===== src/rtl/maze_pkg.sv =====
// Shared definitions for the memory-maze move engine: state encoding, directions, difficulties.
package maze_pkg;

  localparam int unsigned NUM_STATES = 7;
  localparam int unsigned STATE_W    = 3;

  // Index form of each state; also the bit position in the one-hot state vector.
  typedef enum logic [STATE_W-1:0] {
    ST_MENU  = 3'd0,
    ST_SHOW  = 3'd1,
    ST_PLAY  = 3'd2,
    ST_FETCH = 3'd3,
    ST_CHECK = 3'd4,
    ST_LOST  = 3'd5,
    ST_WON   = 3'd6
  } state_idx_e;

  typedef logic [NUM_STATES-1:0] state_oh_t;

  localparam state_oh_t OH_MENU  = 7'b000_0001;
  localparam state_oh_t OH_SHOW  = 7'b000_0010;
  localparam state_oh_t OH_PLAY  = 7'b000_0100;
  localparam state_oh_t OH_FETCH = 7'b000_1000;
  localparam state_oh_t OH_CHECK = 7'b001_0000;
  localparam state_oh_t OH_LOST  = 7'b010_0000;
  localparam state_oh_t OH_WON   = 7'b100_0000;

  // Bit positions within the move pulse vector.
  localparam int unsigned DIR_UP    = 0;
  localparam int unsigned DIR_DOWN  = 1;
  localparam int unsigned DIR_LEFT  = 2;
  localparam int unsigned DIR_RIGHT = 3;

  typedef enum logic [1:0] {
    DIFF_EASY  = 2'd0,
    DIFF_MED   = 2'd1,
    DIFF_HARD  = 2'd2,
    DIFF_HARD2 = 2'd3
  } diff_e;

  // Collapse a one-hot state vector to its index form for the state output.
  function automatic state_idx_e oh_to_idx(input state_oh_t oh);
    state_idx_e idx;
    idx = ST_MENU;
    for (int unsigned i = 0; i < NUM_STATES; i++) begin
      if (oh[i]) idx = state_idx_e'(3'(i));
    end
    return idx;
  endfunction

endpackage


===== src/rtl/maze_preview_timer.sv =====
// Loadable down-counter that times the map preview; done is high while the count is zero.
module maze_preview_timer #(
  parameter int unsigned CNT_W = 8
) (
  input  logic             clk,
  input  logic             reset,
  input  logic             load_i,
  input  logic [CNT_W-1:0] load_val_i,
  input  logic             en_i,
  output logic             done_c
);

  logic [CNT_W-1:0] cnt_q;

  // Load has priority; otherwise count down while enabled, stopping at zero.
  always_ff @(posedge clk or posedge reset) begin
    if (reset) begin
      cnt_q <= '0;
    end else if (load_i) begin
      cnt_q <= load_val_i;
    end else if (en_i && (cnt_q != '0)) begin
      cnt_q <= cnt_q - CNT_W'(1);
    end
  end

  assign done_c = (cnt_q == '0);

endmodule


===== src/rtl/maze_move_engine.sv =====
// Game FSM, map preview, player position and ROM-backed wall/goal checks for the memory maze.
module maze_move_engine
  import maze_pkg::*;
#(
  parameter int unsigned GRID_W    = 30,
  parameter int unsigned GRID_H    = 21,
  parameter int unsigned SHOW_EASY = 150_000_000,
  parameter int unsigned SHOW_MED  = 100_000_000,
  parameter int unsigned SHOW_HARD = 50_000_000,
  parameter int unsigned LIVES     = 3,
  parameter int unsigned START_X   = 0,
  parameter int unsigned START_Y   = 0,
  parameter int unsigned GOAL_X    = GRID_W - 1,
  parameter int unsigned GOAL_Y    = GRID_H - 1
) (
  input  logic                        clk,
  input  logic                        reset,
  input  logic                        start,
  input  logic [1:0]                  difficulty,
  input  logic [3:0]                  move,
  output logic [$clog2(GRID_H)-1:0]   map_addr,
  input  logic [GRID_W-1:0]           map_data,
  output logic [$clog2(GRID_W)-1:0]   player_x,
  output logic [$clog2(GRID_H)-1:0]   player_y,
  output logic [2:0]                  state,
  output logic                        map_visible,
  output logic [$clog2(LIVES+1)-1:0]  lives,
  output logic                        lost,
  output logic                        won
);

  localparam int unsigned XW = $clog2(GRID_W);
  localparam int unsigned YW = $clog2(GRID_H);
  localparam int unsigned LW = $clog2(LIVES + 1);
  localparam int unsigned SHOW_MAX =
    (SHOW_EASY > SHOW_MED) ? ((SHOW_EASY > SHOW_HARD) ? SHOW_EASY : SHOW_HARD)
                           : ((SHOW_MED  > SHOW_HARD) ? SHOW_MED  : SHOW_HARD);
  localparam int unsigned CNT_W = (SHOW_MAX > 1) ? $clog2(SHOW_MAX) : 1;

  state_oh_t   state_q, state_d;
  state_idx_e  state_idx_q;
  logic [XW-1:0] px_q, px_d, tx_q, tx_d;
  logic [YW-1:0] py_q, py_d, ty_q, ty_d;
  logic [YW-1:0] addr_q, addr_d;
  logic [LW-1:0] lives_q, lives_d;
  logic          lost_q, lost_d, won_q, won_d, vis_q, vis_d;

  logic             tmr_load_c, tmr_done_c;
  logic [CNT_W-1:0] tmr_val_c;
  logic             mv_ok_c, wall_c, goal_c;
  logic [XW-1:0]    mv_x_c;
  logic [YW-1:0]    mv_y_c;

  maze_preview_timer #(.CNT_W(CNT_W)) u_timer (
    .clk        (clk),
    .reset      (reset),
    .load_i     (tmr_load_c),
    .load_val_i (tmr_val_c),
    .en_i       (state_q[ST_SHOW]),
    .done_c     (tmr_done_c)
  );

  // Pick one direction by priority, then drop it if the target leaves the grid.
  always_comb begin
    mv_ok_c = 1'b0;
    mv_x_c  = px_q;
    mv_y_c  = py_q;
    if (move[DIR_UP]) begin
      if (py_q != '0) begin
        mv_ok_c = 1'b1;
        mv_y_c  = py_q - YW'(1);
      end
    end else if (move[DIR_DOWN]) begin
      if (py_q != YW'(GRID_H - 1)) begin
        mv_ok_c = 1'b1;
        mv_y_c  = py_q + YW'(1);
      end
    end else if (move[DIR_LEFT]) begin
      if (px_q != '0) begin
        mv_ok_c = 1'b1;
        mv_x_c  = px_q - XW'(1);
      end
    end else if (move[DIR_RIGHT]) begin
      if (px_q != XW'(GRID_W - 1)) begin
        mv_ok_c = 1'b1;
        mv_x_c  = px_q + XW'(1);
      end
    end
  end

  assign wall_c = map_data[tx_q];
  assign goal_c = (tx_q == XW'(GOAL_X)) && (ty_q == YW'(GOAL_Y));

  // Preview length chosen by the difficulty presented alongside start.
  always_comb begin
    unique case (diff_e'(difficulty))
      DIFF_EASY: tmr_val_c = CNT_W'(SHOW_EASY - 1);
      DIFF_MED:  tmr_val_c = CNT_W'(SHOW_MED - 1);
      default:   tmr_val_c = CNT_W'(SHOW_HARD - 1);
    endcase
  end

  // State register.
  always_ff @(posedge clk or posedge reset) begin
    if (reset) begin
      state_q     <= OH_MENU;
      state_idx_q <= ST_MENU;
    end else begin
      state_q     <= state_d;
      state_idx_q <= oh_to_idx(state_d);
    end
  end

  // Next-state logic.
  always_comb begin
    state_d = state_q;
    if (state_q[ST_MENU]) begin
      if (start) state_d = OH_SHOW;
    end else if (state_q[ST_SHOW]) begin
      if (tmr_done_c) state_d = OH_PLAY;
    end else if (state_q[ST_PLAY]) begin
      if (mv_ok_c) state_d = OH_FETCH;
    end else if (state_q[ST_FETCH]) begin
      state_d = OH_CHECK;
    end else if (state_q[ST_CHECK]) begin
      if (wall_c) state_d = (lives_q == LW'(1)) ? OH_LOST : OH_PLAY;
      else        state_d = goal_c ? OH_WON : OH_PLAY;
    end else if (state_q[ST_LOST] || state_q[ST_WON]) begin
      if (start) state_d = OH_MENU;
    end else begin
      state_d = OH_MENU;
    end
  end

  // Output and datapath next values.
  always_comb begin
    px_d       = px_q;
    py_d       = py_q;
    tx_d       = tx_q;
    ty_d       = ty_q;
    lives_d    = lives_q;
    lost_d     = lost_q;
    won_d      = won_q;
    addr_d     = '0;
    tmr_load_c = 1'b0;
    vis_d      = state_d[ST_SHOW] || state_d[ST_LOST] || state_d[ST_WON];
    if (state_q[ST_MENU] && start) begin
      tmr_load_c = 1'b1;
      lives_d    = LW'(LIVES);
      px_d       = XW'(START_X);
      py_d       = YW'(START_Y);
    end else if (state_q[ST_PLAY] && mv_ok_c) begin
      tx_d   = mv_x_c;
      ty_d   = mv_y_c;
      addr_d = mv_y_c;
    end else if (state_q[ST_FETCH]) begin
      addr_d = ty_q;
    end else if (state_q[ST_CHECK]) begin
      if (wall_c) begin
        lives_d = lives_q - LW'(1);
        vis_d   = 1'b1;
        if (lives_q == LW'(1)) lost_d = 1'b1;
      end else begin
        px_d = tx_q;
        py_d = ty_q;
        if (goal_c) won_d = 1'b1;
      end
    end else if ((state_q[ST_LOST] || state_q[ST_WON]) && start) begin
      lost_d = 1'b0;
      won_d  = 1'b0;
    end
  end

  // Datapath and output registers.
  always_ff @(posedge clk or posedge reset) begin
    if (reset) begin
      px_q    <= XW'(START_X);
      py_q    <= YW'(START_Y);
      tx_q    <= '0;
      ty_q    <= '0;
      addr_q  <= '0;
      lives_q <= LW'(LIVES);
      lost_q  <= 1'b0;
      won_q   <= 1'b0;
      vis_q   <= 1'b0;
    end else begin
      px_q    <= px_d;
      py_q    <= py_d;
      tx_q    <= tx_d;
      ty_q    <= ty_d;
      addr_q  <= addr_d;
      lives_q <= lives_d;
      lost_q  <= lost_d;
      won_q   <= won_d;
      vis_q   <= vis_d;
    end
  end

  assign map_addr    = addr_q;
  assign player_x    = px_q;
  assign player_y    = py_q;
  assign state       = state_idx_q;
  assign map_visible = vis_q;
  assign lives       = lives_q;
  assign lost        = lost_q;
  assign won         = won_q;

endmodule


===== config.mk =====
export PLATFORM = sky130hd
export DESIGN_NAME = maze_move_engine
export DESIGN_NICKNAME = d
export VERILOG_FILES = /design/src/rtl/maze_pkg.sv /design/src/rtl/maze_preview_timer.sv /design/src/rtl/maze_move_engine.sv
export SDC_FILE = /design/constraint.sdc
export NUM_CORES = 1
export LEC_CHECK = 0
export BUFFER_PORTS_ARGS = -buffer_cell sky130_fd_sc_hd__buf_2
export CAP_MARGIN = 10
export CORE_MARGIN = 2
export CORE_UTILIZATION = 52
export CTS_CLUSTER_DIAMETER = 100
export CTS_CLUSTER_SIZE = 12
export DETAILED_ROUTE_END_ITERATION = 16
export PLACE_DENSITY = 0.88
export SLEW_MARGIN = 20
export SYNTH_ARGS = -nofsm -noshare
export SYNTH_HDL_FRONTEND = slang
export SYNTH_SLANG_ARGS = --single-unit

===== constraint.sdc =====
create_clock -name clk -period 2.6 [get_ports clk]
set_input_delay 0.26 -clock clk [delete_from_list [all_inputs] [get_ports clk]]
set_output_delay 0.26 -clock clk [all_outputs]
set_load 0.01 [all_outputs]

==> impl_results.rst <==
.. list-table::
   :header-rows: 1

   * - Metric
     - Value
   * - Result of the run
     - complete, but fails checks
   * - Violated checks
     - setup timing
   * - PortBufs
     - between 60 and 70
   * - Total Wirelength
     - around 11,000 µm
   * - Measured slew at the worst slew-check pin
     - between 500 and 600 ps
   * - Detailed Routing Iterations Pass 1
     - 5
   * - Peak Freq
     - between 300 and 400 MHz
   * - Global-route usage over all layers
     - 26.8%
   * - Overall die area
     - 8990 µm²
   * - Total number of H-tree levels
     - 3
   * - Vias after detailed routing
     - 4,152
   * - Final cycle utilization of the critical path
     - 100%
   * - Average footprint of a synthesized cell
     - approximately 9.2 µm²
   * - Time the worst path needs with I/O delays and setup
     - 2610 ps
   * - Clock input transition at the sequential cells of the worst setup and hold paths
     - 80 ps
   * - Cell with the largest stage delay on the worst path
     - sky130_fd_sc_hd__mux4_2
   * - Worst setup path startpoint
     - tx_q[0]
   * - Die height
     - approximately 95 µm
   * - RSZ-0062 raised after global routing
     - true
   * - Count of nets left with antenna violations after detail routing
     - 0
   * - Starting density of the core
     - 53.0%
   * - Adder and majority gate portion of the synthesized area
     - under 10%
   * - Vias in the first global route
     - slightly above 4k
   * - Master cell of the clock root buffer
     - sky130_fd_sc_hd__clkbuf_8
   * - Detailed-route DRC error count
     - 0
   * - Cell area power density
     - 549 nW/µm²
   * - Portion of synthesized cell area occupied by the leading cell type
     - a little under two fifths
   * - Sum Neg Setup Slack
     - -9.16 ps
   * - Most used cells in the layout excluding fill and tap cells
     - sky130_fd_sc_hd__buf_2 (61), sky130_fd_sc_hd__dfrtp_1 (61), sky130_fd_sc_hd__buf_4 (46)
   * - Clock buffers created by TritonCTS
     - 9
   * - Synth Area in XOR/XNOR
     - about 4.3%
   * - Family of cells with the greatest summed delay on the critical path
     - multiplexers
   * - Number of cells after detailed placement
     - ~640
   * - Internal power summed over all cells
     - around 2.0 mW
   * - Area fraction in compound gates after synthesis
     - between 10% and 20%
   * - Total count of hold-check failures in the final report
     - 0
   * - Combinational power share
     - 23.2%
   * - Number of antenna violations at the first check in global routing
     - 0
   * - Post-synth design cell area
     - ~4300 µm²
   * - Nets
     - ~610
   * - Pin count of the biggest net entering global routing
     - 48
   * - First-pass GRT wire length
     - approximately 19,000 µm
   * - Total of max-cap violations
     - 0
   * - Worst Reg-to-Reg Cells
     - 8
   * - Area growth syn-to-layout
     - 22.4%
   * - Worst Path Arrival
     - between 2000 and 3000 ps
   * - Part of the total power dissipated in sequential elements
     - a little under half
   * - Number of enable-type register cells in the synthesized netlist
     - 0
   * - Seq cells post-synth
     - approximately 70
   * - Reported net switching power
     - just over 0.9 mW
   * - Number of nets produced by synthesis
     - between 500 and 600
   * - Ratio of cells with drive above 1 in the final layout
     - between 20% and 30%
   * - Mean routed wirelength per cell
     - ~17 µm
   * - N_diodes
     - 0
   * - Clock power frac
     - a little under a third
   * - Worst clock skew
     - about 8 ps
   * - Capture point of the worst path
     - player_x[3]
   * - Fin worst setup slack
     - -5.66 ps
   * - Clock tree from TritonCTS
     - built
   * - Critical path depth in cells
     - 8
   * - Crit Path Max Fanout
     - 7
   * - Summed area of non-filler cells in the final layout
     - 5250 µm²
   * - Worst min-delay path category
     - input port to flop
   * - Number of distinct library cells after synthesis
     - 75
   * - Floorplan core area
     - between 8000 and 9000 µm²
   * - DRC violation total after the first TritonRoute iteration
     - ~310
   * - Synth Area in Simple Gates
     - a little under a quarter
   * - Biggest area consumer among synthesized cells
     - sky130_fd_sc_hd__dfrtp_1
   * - Area contributors post-synth
     - sky130_fd_sc_hd__dfrtp_1 (38%), sky130_fd_sc_hd__nor2_1 (3.9%), sky130_fd_sc_hd__mux4_2 (3.7%)
   * - Class of the most critical setup path
     - flop to flop
   * - List of cells traversed by the critical path
     - mux4_2, mux2i_1, o211ai_1, buf_4, a2111oi_4, buf_4, mux2i_1, nor2_1
   * - Post-place instance area
     - between 4000 and 5000 µm²
   * - # clock sinks
     - a little under 70
   * - Standard-cell rows
     - 33
   * - DR vias/cell
     - 6.22
   * - Register-to-register setup slack
     - -6 ps
   * - Required time at the worst-slack endpoint
     - 2840 ps
   * - Post-synthesis mux area share
     - under 10%
   * - Worst-case clock buffer depth
     - 2
   * - Congestion Overflow GR
     - 0
   * - Count of non-filler cells in the finished layout
     - 667
   * - Max-slew violation count
     - 0
   * - Clock latency at the later pin of the worst-skew pair
     - about 350 ps
   * - Synth warn
     - 0
   * - Async S/R FF share, synth
     - 100%
   * - Category of the worst setup path launch point
     - flop
   * - Final-report setup violation count
     - 2
   * - Number of standard cells after synthesis
     - approximately 460
   * - Endpoint of the worst register-to-register path
     - player_x[3]
   * - Critical Path Sink Type
     - flop
   * - Post-place setup slack
     - -58.5 ps
   * - Leak
     - between 2 and 2.5 nW
   * - Worst path max stage delay
     - 520 ps
   * - Headroom to the max-slew limit
     - approximately 66%
   * - # IOs
     - 62
   * - HPWL after detailed placement
     - 8230 µm
   * - Switch share
     - 32.1%
   * - Combinational family with the most area after synthesis
     - simple AND/OR/NAND/NOR gates
   * - Startpoint of the worst register-to-register path
     - tx_q[0]
   * - Final Wtd Congestion
     - between 0.9 and 1
   * - Worst-case vdd ir drop
     - approximately 0.00046 V
   * - Width of the chip
     - roughly 95 µm
   * - Most instantiated flip-flop cell in the synthesis netlist
     - sky130_fd_sc_hd__dfrtp_1
   * - Share of the yosys chip area belonging to registers
     - approximately two fifths
   * - Buffers and inverters on the worst path
     - 2
-- cells in the mapped netlist, types with 4 or more instances --
library cell and number:
sky130_fd_sc_hd__dfrtp_1 65, sky130_fd_sc_hd__nor2_1 45, sky130_fd_sc_hd__nand2_1 38, sky130_fd_sc_hd__a21oi_1 26, sky130_fd_sc_hd__o21ai_0 22, sky130_fd_sc_hd__clkbuf_1 20
sky130_fd_sc_hd__nor3_1 19, sky130_fd_sc_hd__xnor2_1 17, sky130_fd_sc_hd__mux2i_1 15, sky130_fd_sc_hd__inv_1 14, sky130_fd_sc_hd__nand3_1 13, sky130_fd_sc_hd__nor4_1 13
sky130_fd_sc_hd__ha_1 10, sky130_fd_sc_hd__a31oi_1 8, sky130_fd_sc_hd__nand2b_1 8, sky130_fd_sc_hd__nand4_1 8, sky130_fd_sc_hd__nor2b_1 8, sky130_fd_sc_hd__mux4_2 7
sky130_fd_sc_hd__nand3b_1 6, sky130_fd_sc_hd__and3_1 5, sky130_fd_sc_hd__o211ai_1 5, sky130_fd_sc_hd__o21a_1 5, sky130_fd_sc_hd__a211oi_1 4, sky130_fd_sc_hd__a21o_1 4
sky130_fd_sc_hd__a22oi_1 4, sky130_fd_sc_hd__o221ai_1 4, sky130_fd_sc_hd__or3_1 4, sky130_fd_sc_hd__xor2_1 4
-- power groups by stage --
| stage | combinational [mW] | clock, mW | sequential (mW) |
|---|---|---|---|
| 2_1_floorplan | 0.411 | 0 | 1.32 |
| 3_3_place_gp | 0.596 | 0 | 1.33 |
| 3_5_place_dp | 0.634 | 0 | 1.34 |
| 4_1_cts | 0.640 | 0.901 | 1.33 |
| 5_1_grt | 0.741 | 0.956 | 1.34 |
| 6_report | 0.669 | 0.888 | 1.33 |
-- area by class of cell --
type	instances	area [µm²]
Fill cell	661	2840
Multi-Input combinational cell	354	2470
Sequential cell	68	1710
Timing Repair Buffer	109	681
Clock buffer	10	138
Tap cell	105	131
Clock inverter	6	63.8
Inverter	15	56.3
-- per-stage QoR --
| step | hold WS (ps) | util, % | power [mW] |
|---|---|---|---|
| global route | 279 | 64.9 | 3.04 |
| global placement | 310 | 60.7 | 1.93 |
| CTS | 239 | 63.3 | 2.87 |
| floorplan | 456 | - | 1.73 |
| detailed placement | 320 | 60.7 | 1.98 |
| finish | 253 | 64.9 | 2.88 |
-- worst register-to-register path, cell delays in order (launching register included) --
cell                        delay (ps)
sky130_fd_sc_hd__dfrtp_2           460
sky130_fd_sc_hd__mux4_2            520
sky130_fd_sc_hd__mux2i_1           140
sky130_fd_sc_hd__o211ai_1          250
sky130_fd_sc_hd__buf_4             230
sky130_fd_sc_hd__a2111oi_4         390
sky130_fd_sc_hd__buf_4             220
sky130_fd_sc_hd__mux2i_1           220
sky130_fd_sc_hd__nor2_1             70
-- timing repair --
action | 4_1_cts | 5_1_grt
endpoints found under the hold margin | 21 | 0
gates resized for setup | 1 | 11
endpoints found under the setup margin | 2 | 29
hold buffers | 1 | 0
pin swaps | 0 | 16
setup buffers | 0 | 8
-- logic make-up after synthesis --
| kind of cell | Yosys count |
|---|---|
| flip-flops | 68 |
| AND/OR/NAND/NOR | 185 |
| buffers and inverters | 42 |
| multiplexers | 23 |
| adder cells (fa/ha/maj) | 10 |
| XOR/XNOR | 21 |
| AO/OA/AOI/OAI | 115 |
-- routing by layer --
layer  up-vias  GRT usage (%)  share of wire (%)
met5         -              0                  0
met4         0           12.1                2.4
met3        34           4.47                6.4
met2       199           46.1                 52
met1      2017           32.9                 40
li1       1902              -                  -
-- sequential cells by signal, indices dropped and copies added, names as in the netlist --
signal	count
lives	2
u_timer.cnt_q	28
player_x	5
ty_q	5
state_q	7
map_visible	1
player_y	5
lost	1
map_addr	5
tx_q	5
won	1
state	3
-- how the worst min path moves through the flow --
| stage | start | to | cells past startpoint |
|---|---|---|---|
| CTS | difficulty[1] | u_timer.cnt_q[25] | 3 |
| global placement | reset | player_x[2] | 2 |
| global route | difficulty[1] | u_timer.cnt_q[19] | 3 |
| finish | difficulty[1] | u_timer.cnt_q[25] | 3 |
| floorplan | difficulty[1] | u_timer.cnt_q[17] | 2 |
| detailed placement | reset | player_y[2] | 2 |
Note: power is estimated with default switching activity, not from simulation.
